===== config.mk =====
export PLATFORM = sky130hd
export DESIGN_NAME = load_store_unit_flat
export DESIGN_NICKNAME = d
export VERILOG_FILES = /design/src/rtl/load_store_unit_if.sv /design/src/rtl/load_store_unit.sv /design/src/flat_wrapper.sv
export SDC_FILE = /design/constraint.sdc
export NUM_CORES = 1
export LEC_CHECK = 0
export ABC_AREA = 1
export BUFFER_PORTS_ARGS = -buffer_cell sky130_fd_sc_hd__buf_4
export CAP_MARGIN = 20
export CORE_ASPECT_RATIO = 1.1
export CORE_MARGIN = 2
export CORE_UTILIZATION = 47
export DETAILED_ROUTE_END_ITERATION = 10
export GPL_TIMING_DRIVEN = 0
export MAX_ROUTING_LAYER = met4
export PLACE_DENSITY = 0.83
export REMOVE_ABC_BUFFERS = 1
export SLEW_MARGIN = 20
export SYNTH_ARGS = -nofsm -noshare
export SYNTH_HDL_FRONTEND = slang
export SYNTH_SLANG_ARGS = --single-unit

===== constraint.sdc =====
create_clock -name clk -period 2.58 [get_ports clk]
set_input_delay 0.258 -clock clk [delete_from_list [all_inputs] [get_ports clk]]
set_output_delay 0.258 -clock clk [all_outputs]
set_load 0.03 [all_outputs]

===== src/rtl/load_store_unit_if.sv =====
// Handshake and bus bundle between pipeline, load/store unit,
// memory controller and register write-back.
interface load_store_unit_if;
  logic        req_valid;
  logic        req_ready;
  logic        is_load;
  logic [2:0]  funct3;
  logic [31:0] base;
  logic [31:0] imm;
  logic [31:0] store_data;
  logic [4:0]  rd;
  logic        mem_start;
  logic        mem_write_enable;
  logic [31:0] mem_address;
  logic [2:0]  mem_mode;
  logic [31:0] mem_write_data;
  logic        mem_done;
  logic        mem_active;
  logic [31:0] mem_read_data;
  logic        wb_valid;
  logic [4:0]  wb_rd;
  logic [31:0] wb_data;
  logic        op_done;
  logic        fault;
  logic [1:0]  fault_cause;
  logic [31:0] fault_addr;

  modport slave (
    input  req_valid, is_load, funct3, base, imm,
    input  store_data, rd,
    input  mem_done, mem_active, mem_read_data,
    output req_ready,
    output mem_start, mem_write_enable, mem_address,
    output mem_mode, mem_write_data,
    output wb_valid, wb_rd, wb_data, op_done,
    output fault, fault_cause, fault_addr
  );

  modport master (
    output req_valid, is_load, funct3, base, imm,
    output store_data, rd,
    output mem_done, mem_active, mem_read_data,
    input  req_ready,
    input  mem_start, mem_write_enable, mem_address,
    input  mem_mode, mem_write_data,
    input  wb_valid, wb_rd, wb_data, op_done,
    input  fault, fault_cause, fault_addr
  );
endinterface


===== src/rtl/load_store_unit.sv =====
// RV32I load/store unit: address generation, legality checks,
// memory controller sequencing with timeout, and write-back.
module load_store_unit #(
  parameter int unsigned TIMEOUT = 16
) (
  input logic             clk,
  input logic             reset,
  load_store_unit_if.slave bus
);

  typedef enum logic [1:0] {
    IDLE,
    START,
    WAIT,
    FINISH
  } state_t;

  state_t      state;
  state_t      state_nx;
  logic        lat_load;
  logic [2:0]  lat_f3;
  logic [4:0]  lat_rd;
  logic [31:0] lat_sd;
  logic [31:0] lat_ea;
  logic [7:0]  cnt;
  logic [31:0] ea;
  logic        ready;
  logic        accept;
  logic        illegal;
  logic        misaligned;
  logic        timeout;
  logic        fault_q;
  logic [1:0]  cause_q;
  logic [31:0] fault_addr_q;
  logic [31:0] wb_data_q;

  assign ea      = bus.base + bus.imm;
  // Wait for the controller to drain before taking new work
  assign ready   = (state == IDLE) && !reset && !bus.mem_active;
  assign accept  = bus.req_valid && ready;
  assign timeout = (state == WAIT) && !bus.mem_done
                && (cnt == 8'(TIMEOUT - 1));

  always_comb begin
    if (bus.is_load)
      illegal = !(bus.funct3 inside {3'b000, 3'b001, 3'b010,
                                     3'b100, 3'b101});
    else
      illegal = !(bus.funct3 inside {3'b000, 3'b001, 3'b010});
    misaligned = ((bus.funct3[1:0] == 2'b01) && ea[0])
              || ((bus.funct3[1:0] == 2'b10) && (ea[1:0] != 2'b00));
  end

  always_ff @(posedge clk or posedge reset) begin
    if (reset) state <= IDLE;
    else       state <= state_nx;
  end

  always_comb begin
    state_nx             = state;
    bus.mem_start        = 1'b0;
    bus.mem_write_enable = 1'b0;
    bus.mem_address      = '0;
    bus.mem_mode         = '0;
    bus.mem_write_data   = '0;
    bus.wb_valid         = 1'b0;
    bus.wb_rd            = '0;
    bus.op_done          = 1'b0;
    unique case (state)
      IDLE: begin
        if (accept && !illegal && !misaligned)
          state_nx = START;
      end
      START: begin
        bus.mem_start        = 1'b1;
        bus.mem_write_enable = !lat_load;
        bus.mem_address      = lat_ea;
        bus.mem_mode         = lat_f3;
        bus.mem_write_data   = lat_sd;
        state_nx             = WAIT;
      end
      WAIT: begin
        bus.mem_write_enable = !lat_load;
        bus.mem_address      = lat_ea;
        bus.mem_mode         = lat_f3;
        bus.mem_write_data   = lat_sd;
        if (bus.mem_done)  state_nx = FINISH;
        else if (timeout)  state_nx = IDLE;
      end
      FINISH: begin
        bus.op_done  = 1'b1;
        bus.wb_valid = lat_load && (lat_rd != 5'd0);
        bus.wb_rd    = lat_rd;
        state_nx     = IDLE;
      end
      default: state_nx = IDLE;
    endcase
  end

  always_ff @(posedge clk or posedge reset) begin
    if (reset) begin
      lat_load     <= 1'b0;
      lat_f3       <= '0;
      lat_rd       <= '0;
      lat_sd       <= '0;
      lat_ea       <= '0;
      cnt          <= '0;
      fault_q      <= 1'b0;
      cause_q      <= '0;
      fault_addr_q <= '0;
      wb_data_q    <= '0;
    end else begin
      fault_q <= 1'b0;
      if (accept) begin
        lat_load <= bus.is_load;
        lat_f3   <= bus.funct3;
        lat_rd   <= bus.rd;
        lat_sd   <= bus.store_data;
        lat_ea   <= ea;
        if (illegal || misaligned) begin
          fault_q      <= 1'b1;
          cause_q      <= illegal ? 2'b10 : 2'b01;
          fault_addr_q <= ea;
        end
      end
      if (state == START)
        cnt <= '0;
      else if ((state == WAIT) && !bus.mem_done)
        cnt <= cnt + 8'd1;
      if ((state == WAIT) && bus.mem_done)
        wb_data_q <= bus.mem_read_data;
      if (timeout) begin
        fault_q      <= 1'b1;
        cause_q      <= 2'b11;
        fault_addr_q <= lat_ea;
      end
    end
  end

  assign bus.req_ready   = ready;
  assign bus.fault       = fault_q;
  assign bus.fault_cause = cause_q;
  assign bus.fault_addr  = fault_addr_q;
  assign bus.wb_data     = wb_data_q;

endmodule


===== src/flat_wrapper.sv =====
// flat-port wrapper written by rule: the top's interface ports become plain ports
module load_store_unit_flat 
#(
  parameter int unsigned TIMEOUT = 16
)
  (clk, reset, bus_req_valid, bus_is_load, bus_funct3, bus_base, bus_imm, bus_store_data, bus_rd, bus_mem_done, bus_mem_active, bus_mem_read_data, bus_req_ready, bus_mem_start, bus_mem_write_enable, bus_mem_address, bus_mem_mode, bus_mem_write_data, bus_wb_valid, bus_wb_rd, bus_wb_data, bus_op_done, bus_fault, bus_fault_cause, bus_fault_addr);
  load_store_unit_if bus_i ();
  input logic clk;
  input logic reset;
  input wire logic [$bits(bus_i.req_valid)-1:0] bus_req_valid;
  input wire logic [$bits(bus_i.is_load)-1:0] bus_is_load;
  input wire logic [$bits(bus_i.funct3)-1:0] bus_funct3;
  input wire logic [$bits(bus_i.base)-1:0] bus_base;
  input wire logic [$bits(bus_i.imm)-1:0] bus_imm;
  input wire logic [$bits(bus_i.store_data)-1:0] bus_store_data;
  input wire logic [$bits(bus_i.rd)-1:0] bus_rd;
  input wire logic [$bits(bus_i.mem_done)-1:0] bus_mem_done;
  input wire logic [$bits(bus_i.mem_active)-1:0] bus_mem_active;
  input wire logic [$bits(bus_i.mem_read_data)-1:0] bus_mem_read_data;
  output wire logic [$bits(bus_i.req_ready)-1:0] bus_req_ready;
  output wire logic [$bits(bus_i.mem_start)-1:0] bus_mem_start;
  output wire logic [$bits(bus_i.mem_write_enable)-1:0] bus_mem_write_enable;
  output wire logic [$bits(bus_i.mem_address)-1:0] bus_mem_address;
  output wire logic [$bits(bus_i.mem_mode)-1:0] bus_mem_mode;
  output wire logic [$bits(bus_i.mem_write_data)-1:0] bus_mem_write_data;
  output wire logic [$bits(bus_i.wb_valid)-1:0] bus_wb_valid;
  output wire logic [$bits(bus_i.wb_rd)-1:0] bus_wb_rd;
  output wire logic [$bits(bus_i.wb_data)-1:0] bus_wb_data;
  output wire logic [$bits(bus_i.op_done)-1:0] bus_op_done;
  output wire logic [$bits(bus_i.fault)-1:0] bus_fault;
  output wire logic [$bits(bus_i.fault_cause)-1:0] bus_fault_cause;
  output wire logic [$bits(bus_i.fault_addr)-1:0] bus_fault_addr;
  assign bus_i.req_valid = bus_req_valid;
  assign bus_i.is_load = bus_is_load;
  assign bus_i.funct3 = bus_funct3;
  assign bus_i.base = bus_base;
  assign bus_i.imm = bus_imm;
  assign bus_i.store_data = bus_store_data;
  assign bus_i.rd = bus_rd;
  assign bus_i.mem_done = bus_mem_done;
  assign bus_i.mem_active = bus_mem_active;
  assign bus_i.mem_read_data = bus_mem_read_data;
  assign bus_req_ready = bus_i.req_ready;
  assign bus_mem_start = bus_i.mem_start;
  assign bus_mem_write_enable = bus_i.mem_write_enable;
  assign bus_mem_address = bus_i.mem_address;
  assign bus_mem_mode = bus_i.mem_mode;
  assign bus_mem_write_data = bus_i.mem_write_data;
  assign bus_wb_valid = bus_i.wb_valid;
  assign bus_wb_rd = bus_i.wb_rd;
  assign bus_wb_data = bus_i.wb_data;
  assign bus_op_done = bus_i.op_done;
  assign bus_fault = bus_i.fault;
  assign bus_fault_cause = bus_i.fault_cause;
  assign bus_fault_addr = bus_i.fault_addr;
  load_store_unit #(.TIMEOUT(TIMEOUT)) u_core (.clk(clk), .reset(reset), .bus(bus_i));
endmodule

* After elaboration in Yosys (flattened, before gate mapping) *
Cells that the tools add are included.

storage, ports and cells
  flip-flop bits (word level) = 150

operators by class
  $add $sub $neg = 2
  equal/unequal tests = 12
  muxes and demuxes = 25
  reductions and logical operators = 33

operator list
  operator                                                number
  two-way mux 32 bit                                      5
  adder 32 bit                                            1
  two-way mux 8 bit                                       2
  two-way mux 2 bit                                       7
  logical AND 1 bit                                       11
  nonzero test 5 bit                                      2
  adder 8 x 1 -> 8 bit (second input constant)            1
  equality test 8 x 4 -> 1 bit (second input constant)    1
  zero test 1 bit                                         8
  two-way mux 1 bit                                       8
  one-hot mux 2 bit (4 select lines)                      1
  nonzero test 2 bit                                      4
  equality test 2 bit (second input constant)             3
  equality test 3 bit (second input constant)             2
  two-way mux 5 bit                                       1
  equality test 2 x 1 -> 1 bit (second input constant)    2
  AND reduction 2 bit                                     2
  equality test 3 x 1 -> 1 bit (second input constant)    1
  equality test 3 x 2 -> 1 bit (second input constant)    1
  zero test 3 bit                                         1
  two-way mux 3 bit                                       1
  inequality test 3 x 2 -> 1 bit (second input constant)  1
  nonzero test 3 bit                                      1
  zero test 2 bit                                         1
  3 further kinds                                         4

* Depth between registers and ports, before layout *
  word-level depth = 9
  depth in mapped cells = 14

* Worst setup path before layout *
Ideal clock, no wire load.

  path type = input to register
  start = in reset
  end = reg u_core.fault_addr_q[10] (netlist: u_core.bus.fault_addr[10])
  library setup time = 0.125 ns
  arrival = 3.337 ns
  data required time = 2.455 ns
  slack = -0.882 ns
  stages on the path = 12
  cell sequence = inv_2 > nand2_1 > nor2_4 > nand2_4 > clkinv_2 > nand2_4 > inv_4 > nor2_8 > buf_6 > nand2_1 > nand2_1 > o21bai_1

on the way
  longest elaborated chain between the ends = 6

RTL lines
  item                                  RTL line                RTL
  from (decl)                           flat_wrapper.sv:9       input logic reset;
  zero test 1 bit                       load_store_unit.sv:39   assign ready = (state == IDLE) && !reset && !bus.mem_active;
  logical AND 1 bit (2 in series)       load_store_unit.sv:39
  net bus_req_ready                     flat_wrapper.sv:20      output wire logic [$bits(bus_i.req_ready)-1:0] bus_req_ready;
  logical AND 1 bit                     load_store_unit.sv:40   assign accept = bus.req_valid && ready;
  nonzero test 2 bit (no source line)   -
  AND reduction 2 bit (no source line)  -
  to (signal assigned)                  load_store_unit.sv:135  fault_addr_q <= lat_ea;
  to (decl)                             load_store_unit.sv:34   logic [31:0] fault_addr_q;

The timed path passes the listed nets, and every way through them passes these cells.
A chain may end at the register's enable or synchronous reset.

* Worst setup path after layout *
  start = reg u_core.state[0]
  end = out bus_mem_address[11]

on the way
  longest elaborated chain between the ends = 3
  elaborated cells on any way between the ends = 4
  classes of those cells = eq/ne (2); mux (1); reduce/logical (1)

RTL lines
  item                                                                        RTL line               RTL
  from (decl)                                                                 load_store_unit.sv:18  state_t state;
  from (signal assigned)                                                      load_store_unit.sv:56  else state <= state_nx;
  equality test 2 bit / equality test 2 x 1 -> 1 bit (equally long branches)  load_store_unit.sv:69  unique case (state)
  OR reduction 2 bit (no source line) (*)                                     -
  two-way mux 32 bit (*)                                                      load_store_unit.sv:69
  to (decl)                                                                   flat_wrapper.sv:23     output wire logic [$bits(bus_i.mem_address)-1:0] bus_mem_address;

Every way passes the cells marked *; elsewhere a longest branch is shown, timed or not.

==> flow_summary.html <==
<table>
<tr><th>Metric</th><th>Value</th></tr>
<tr><th colspan="2">GRT</th></tr>
<tr><td>Number of antenna violations at the first check in global routing</td><td>0</td></tr>
<tr><td>First-pass GRT wire length</td><td>41700 um</td></tr>
<tr><td>M2 GR Usage</td><td>46.4%</td></tr>
<tr><td>Tot GR Track Use</td><td>26.9%</td></tr>
<tr><td>Largest net degree at the start of global routing</td><td>91</td></tr>
<tr><td>Grt met1 use</td><td>30.1%</td></tr>
<tr><td>Sum of overflow across all layers after global routing</td><td>0</td></tr>
<tr><td>Number of global-route vias before repair</td><td>8593</td></tr>
<tr><td>Busiest layer in global routing</td><td>met2</td></tr>
<tr><td>GR met3 Demand/Resource</td><td>5.66%</td></tr>
<tr><th colspan="2">Drt</th></tr>
<tr><td>Final wirelength</td><td>27200 um</td></tr>
<tr><td>Post-route DRC violation count</td><td>0</td></tr>
<tr><td>DRT antenna net count</td><td>0</td></tr>
<tr><td>Post-DR vias/cell</td><td>4.92</td></tr>
<tr><td>Average wire per standard cell</td><td>14.7 um</td></tr>
<tr><td>Starting DRT DRC Count</td><td>451</td></tr>
<tr><td>Length of the first detailed-routing pass in iterations</td><td>8</td></tr>
<tr><td>Vias post-DR</td><td>9089</td></tr>
<tr><th colspan="2">Timing</th></tr>
<tr><td>PnR worst setup slack</td><td>0.203 ns</td></tr>
<tr><td>Total Negative Setup Slacks</td><td>0 ns</td></tr>
<tr><td>Fraction of the cycle the final worst path needs</td><td>92.1%</td></tr>
<tr><td>F_max</td><td>421 MHz</td></tr>
<tr><td>Worst hold slack after final layout</td><td>-0.114 ns</td></tr>
<tr><td>Slew Limit Fails</td><td>0</td></tr>
<tr><td>Final setup skew</td><td>0.0109 ns</td></tr>
<tr><td>Final setup violating endpoints</td><td>0</td></tr>
<tr><td>Worst-case headroom to the max-slew limit</td><td>50.0%</td></tr>
<tr><td>Final period demand of the worst path</td><td>2.38 ns</td></tr>
<tr><td>Total count of hold-check failures in the final report</td><td>76</td></tr>
<tr><td>RSZ-0062 raised after global routing</td><td>no</td></tr>
<tr><td>Worst-margin pin slew</td><td>0.748 ns</td></tr>
<tr><th colspan="2">Place</th></tr>
<tr><td>Port-buffer cells</td><td>285</td></tr>
<tr><td>Total placed instance area</td><td>11500 um^2</td></tr>
<tr><td>Placement-stage worst setup slack</td><td>-1.67 ns</td></tr>
<tr><td>Final weighted congestion in routability-driven placement</td><td>0.906</td></tr>
<tr><td>Dpl hpwl</td><td>19000 um</td></tr>
<tr><th colspan="2">Clocking</th></tr>
<tr><td>Num Clock Sinks</td><td>150</td></tr>
<tr><td>Depth of the CTS H-tree</td><td>4</td></tr>
<tr><td>Source-to-sink clock delay at the later pin of the worst-skew pair</td><td>0.43 ns</td></tr>
<tr><td>Clock slew at the register clock pins of the worst setup and hold paths</td><td>0.07 ns</td></tr>
<tr><td>Clock tree from TritonCTS</td><td>yes</td></tr>
<tr><td>Buffer cell driving the clock tree root</td><td>sky130_fd_sc_hd__clkbuf_16</td></tr>
<tr><td>Number of buffers inserted during clock tree synthesis</td><td>17</td></tr>
<tr><td>Max clock buf depth</td><td>2</td></tr>
<tr><th colspan="2">Synthesis</th></tr>
<tr><td>Largest cells by area after synthesis</td><td>sky130_fd_sc_hd__dfrtp_1 (41%), sky130_fd_sc_hd__nand2_1 (25%), sky130_fd_sc_hd__inv_1 (9.4%)</td></tr>
<tr><td>Fraction of post-synthesis cell area in the top cell type by area</td><td>41.2%</td></tr>
<tr><td>Flip-flop and latch count after synthesis</td><td>150</td></tr>
<tr><td>Number of standard cells after synthesis</td><td>1308</td></tr>
<tr><td>Area of the mapped netlist</td><td>9100 um^2</td></tr>
<tr><td>Sequential area share after synthesis</td><td>41.2%</td></tr>
<tr><td>Avg Synthesized Cell Area</td><td>6.96 um^2</td></tr>
<tr><td>Number of distinct library cells after synthesis</td><td>37</td></tr>
<tr><td>Leading area contributor after synthesis</td><td>sky130_fd_sc_hd__dfrtp_1</td></tr>
<tr><td>Yosys warnings</td><td>0</td></tr>
<tr><th colspan="2">Floorplan</th></tr>
<tr><td>Core region area</td><td>19000 um^2</td></tr>
<tr><td>Floorplan die area</td><td>20500 um^2</td></tr>
<tr><td>Number of primary I/O pins</td><td>286</td></tr>
<tr><td>Horizontal extent of the die</td><td>137 um</td></tr>
<tr><td># rows</td><td>53</td></tr>
<tr><td>Height of the chip</td><td>150 um</td></tr>
<tr><td>Initial Util</td><td>47.8%</td></tr>
<tr><th colspan="2">Job</th></tr>
<tr><td>Count of maximum capacitance violations</td><td>0</td></tr>
<tr><th colspan="2">Outcome</th></tr>
<tr><td>Failing checks</td><td>hold timing</td></tr>
<tr><td>Run status</td><td>finished, violations left</td></tr>
<tr><th colspan="2">Finish</th></tr>
<tr><td>Antenna diode count</td><td>0</td></tr>
<tr><td>Layout fillers</td><td>1626</td></tr>
<tr><td>Layout cell share with drive strength beyond 1</td><td>23.7%</td></tr>
<tr><td>Final #Nets</td><td>1769</td></tr>
<tr><td>Most frequent cells in the layout</td><td>sky130_fd_sc_hd__nand2_1 (595), sky130_fd_sc_hd__buf_4 (289), sky130_fd_sc_hd__inv_1 (227)</td></tr>
<tr><td>Final design instance area without fill</td><td>12200 um^2</td></tr>
<tr><td>Synth-to-Final Area Change</td><td>34.2%</td></tr>
<tr><td>Most frequent standard cell in the layout excluding fill and tap cells</td><td>sky130_fd_sc_hd__nand2_1</td></tr>
<tr><th colspan="2">Pwr</th></tr>
<tr><td>Largest voltage drop on the vdd net</td><td>0.744 mV</td></tr>
<tr><td>Standby leakage power</td><td>7.44 nW</td></tr>
<tr><td>Total chip power</td><td>14.3 mW</td></tr>
<tr><td>Power per cell area</td><td>1170 nW/um^2</td></tr>
<tr><th colspan="2">Critical path</th></tr>
<tr><td>Worst path max stage delay</td><td>0.50 ns</td></tr>
<tr><td>Worst Setup Start Kind</td><td>flop</td></tr>
<tr><td>Worst path slowest cell</td><td>sky130_fd_sc_hd__ha_4</td></tr>
<tr><td>Crit path arrival time</td><td>2.12 ns</td></tr>
<tr><td>Cell-by-cell listing of the critical path</td><td>inv_1 &gt; ha_4 &gt; buf_12 &gt; nand2_1 &gt; inv_1 &gt; buf_4</td></tr>
<tr><td>Maximum net fanout on the critical path</td><td>43</td></tr>
<tr><td>CP most frequent cell</td><td>sky130_fd_sc_hd__inv_1</td></tr>
<tr><td>Critical path required time</td><td>2.32 ns</td></tr>
<tr><td>Worst Setup End Kind</td><td>primary output</td></tr>
<tr><td>Classification of the worst setup path</td><td>flop to primary output</td></tr>
<tr><td>Worst reg2reg path depth</td><td>9</td></tr>
<tr><th colspan="2">Worst hold path</th></tr>
<tr><td>Hold Crit Class</td><td>input pin to asynchronous set/reset pin</td></tr>
</table>
per-stage QoR:
| stage | cells | utilization (%) | hold WS [ns] |
|---|---|---|---|
| after CTS | 1846 | 64.1 | -0.0488 |
| after global placement | 1805 | 59.8 | 0.453 |
| after detailed placement | 1807 | 60.2 | 0.406 |
| after floorplan | 1273 | - | 0.368 |
| final | 1849 | 64.2 | -0.114 |
| after global routing | 1849 | 64.2 | -0.0696 |
timing repair:
item                       CTS  global route
gates resized for setup      5             0
pin swaps                    4             3
hold endpoints to repair    88            12
setup endpoints to repair   94            32
setup buffers                4             1
cloned                       3             1
routing by layer:
layer / up-vias / part of all wire (%)
met2: 356 / 50
met1: 4159 / 39
met5: - / 0
met4: 0 / 3.5
met3: 66 / 8.2
li1: 4508 / -
Yosys cell counts:
library cell	n
sky130_fd_sc_hd__nand3_1	71
sky130_fd_sc_hd__inv_4	2
sky130_fd_sc_hd__o22ai_1	1
sky130_fd_sc_hd__fa_1	1
sky130_fd_sc_hd__nor4_1	1
sky130_fd_sc_hd__inv_2	4
sky130_fd_sc_hd__inv_1	227
sky130_fd_sc_hd__nand2_1	596
sky130_fd_sc_hd__nor2_2	1
sky130_fd_sc_hd__nor3_2	1
sky130_fd_sc_hd__ha_1	37
sky130_fd_sc_hd__nor2_8	1
sky130_fd_sc_hd__nor2_1	50
sky130_fd_sc_hd__o21ai_1	2
sky130_fd_sc_hd__a21oi_1	22
sky130_fd_sc_hd__buf_2	14
sky130_fd_sc_hd__dfrtp_1	150
sky130_fd_sc_hd__nor2_4	3
sky130_fd_sc_hd__a211oi_1	1
sky130_fd_sc_hd__xor2_1	5
sky130_fd_sc_hd__xnor2_1	10
sky130_fd_sc_hd__clkbuf_1	17
sky130_fd_sc_hd__nor3_1	5
sky130_fd_sc_hd__o211ai_1	7
sky130_fd_sc_hd__mux2_2	32
sky130_fd_sc_hd__o21bai_1	6
sky130_fd_sc_hd__o21ai_0	27
sky130_fd_sc_hd__nand3b_1	2
sky130_fd_sc_hd__nand2_2	1
sky130_fd_sc_hd__clkinv_2	1
sky130_fd_sc_hd__buf_4	2
sky130_fd_sc_hd__a21oi_2	1
sky130_fd_sc_hd__buf_6	2
sky130_fd_sc_hd__nand2_4	2
sky130_fd_sc_hd__a21o_1	1
sky130_fd_sc_hd__nand4_1	1
sky130_fd_sc_hd__or2_2	1
final timing paths:
check | start | endpoint | slack [ns]
min in group clk | bus_store_data[25] | u_core.lat_sd[25] | 0.02
hold reg to reg | u_core.lat_sd[14] | u_core.lat_sd[14] | 0.48
hold / removal | reset | u_core.bus.fault_addr[8] | -0.11
setup / recovery | u_core.state[0] | bus_mem_address[11] | 0.20
max in group asynchronous | reset | u_core.bus.fault_addr[9] | 1.24
setup reg to reg | u_core.state[0] | u_core.bus.fault_addr[8] | 0.22
registers in the layout, indices dropped and copies added (netlist names):
| register | cells |
|---|---|
| u_core.bus.fault_cause | 2 |
| u_core.lat_rd | 5 |
| u_core.lat_sd | 32 |
| u_core.state | 2 |
| u_core.bus.wb_data | 32 |
| u_core.cnt | 8 |
| u_core.bus.fault | 1 |
| u_core.lat_load | 1 |
| u_core.bus.fault_addr | 32 |
| u_core.lat_ea | 32 |
| u_core.lat_f3 | 3 |
cell type report:
type | instances | area (um^2) | share of cell area [%]
Clock inverter | 15 | 206 | 1.69
Tap cell | 247 | 309 | 2.53
Clock buffer | 17 | 425 | 3.48
Multi-Input combinational cell | 893 | 4360 | 35.7
Inverter | 234 | 917 | 7.50
Sequential cell | 150 | 3750 | 30.7
Timing Repair Buffer | 293 | 2250 | 18.4
worst max-delay path, delay by kind of cell (launching register included):
family	cells	cell delay, ns
AND/OR/NAND/NOR	1	0.08
adder cells (fa/ha/maj)	1	0.50
buffers and inverters	4	0.67
flip-flops	1	0.42
kinds of logic (layout without fill, tap and decap cells):
family	count (synthesis)	in the layout	synth area share, %
XOR/XNOR	15	15	1.44
AO/OA/AOI/OAI	68	68	4.21
flip-flops	150	150	41.2
adder cells (fa/ha/maj)	38	38	5.30
multiplexers	32	32	3.96
buffers and inverters	269	559	11.6
AND/OR/NAND/NOR	736	740	32.3
where the power goes:
| group | internal (mW) | switching, mW | leakage (nW) |
|---|---|---|---|
| Clock | 1.57 | 1.11 | 0.314 |
| Sequential | 3.44 | 0.679 | 1.86 |
| Combinational | 2.72 | 4.79 | 5.26 |
No activity file was read; power rests on OpenSTA's default activity.
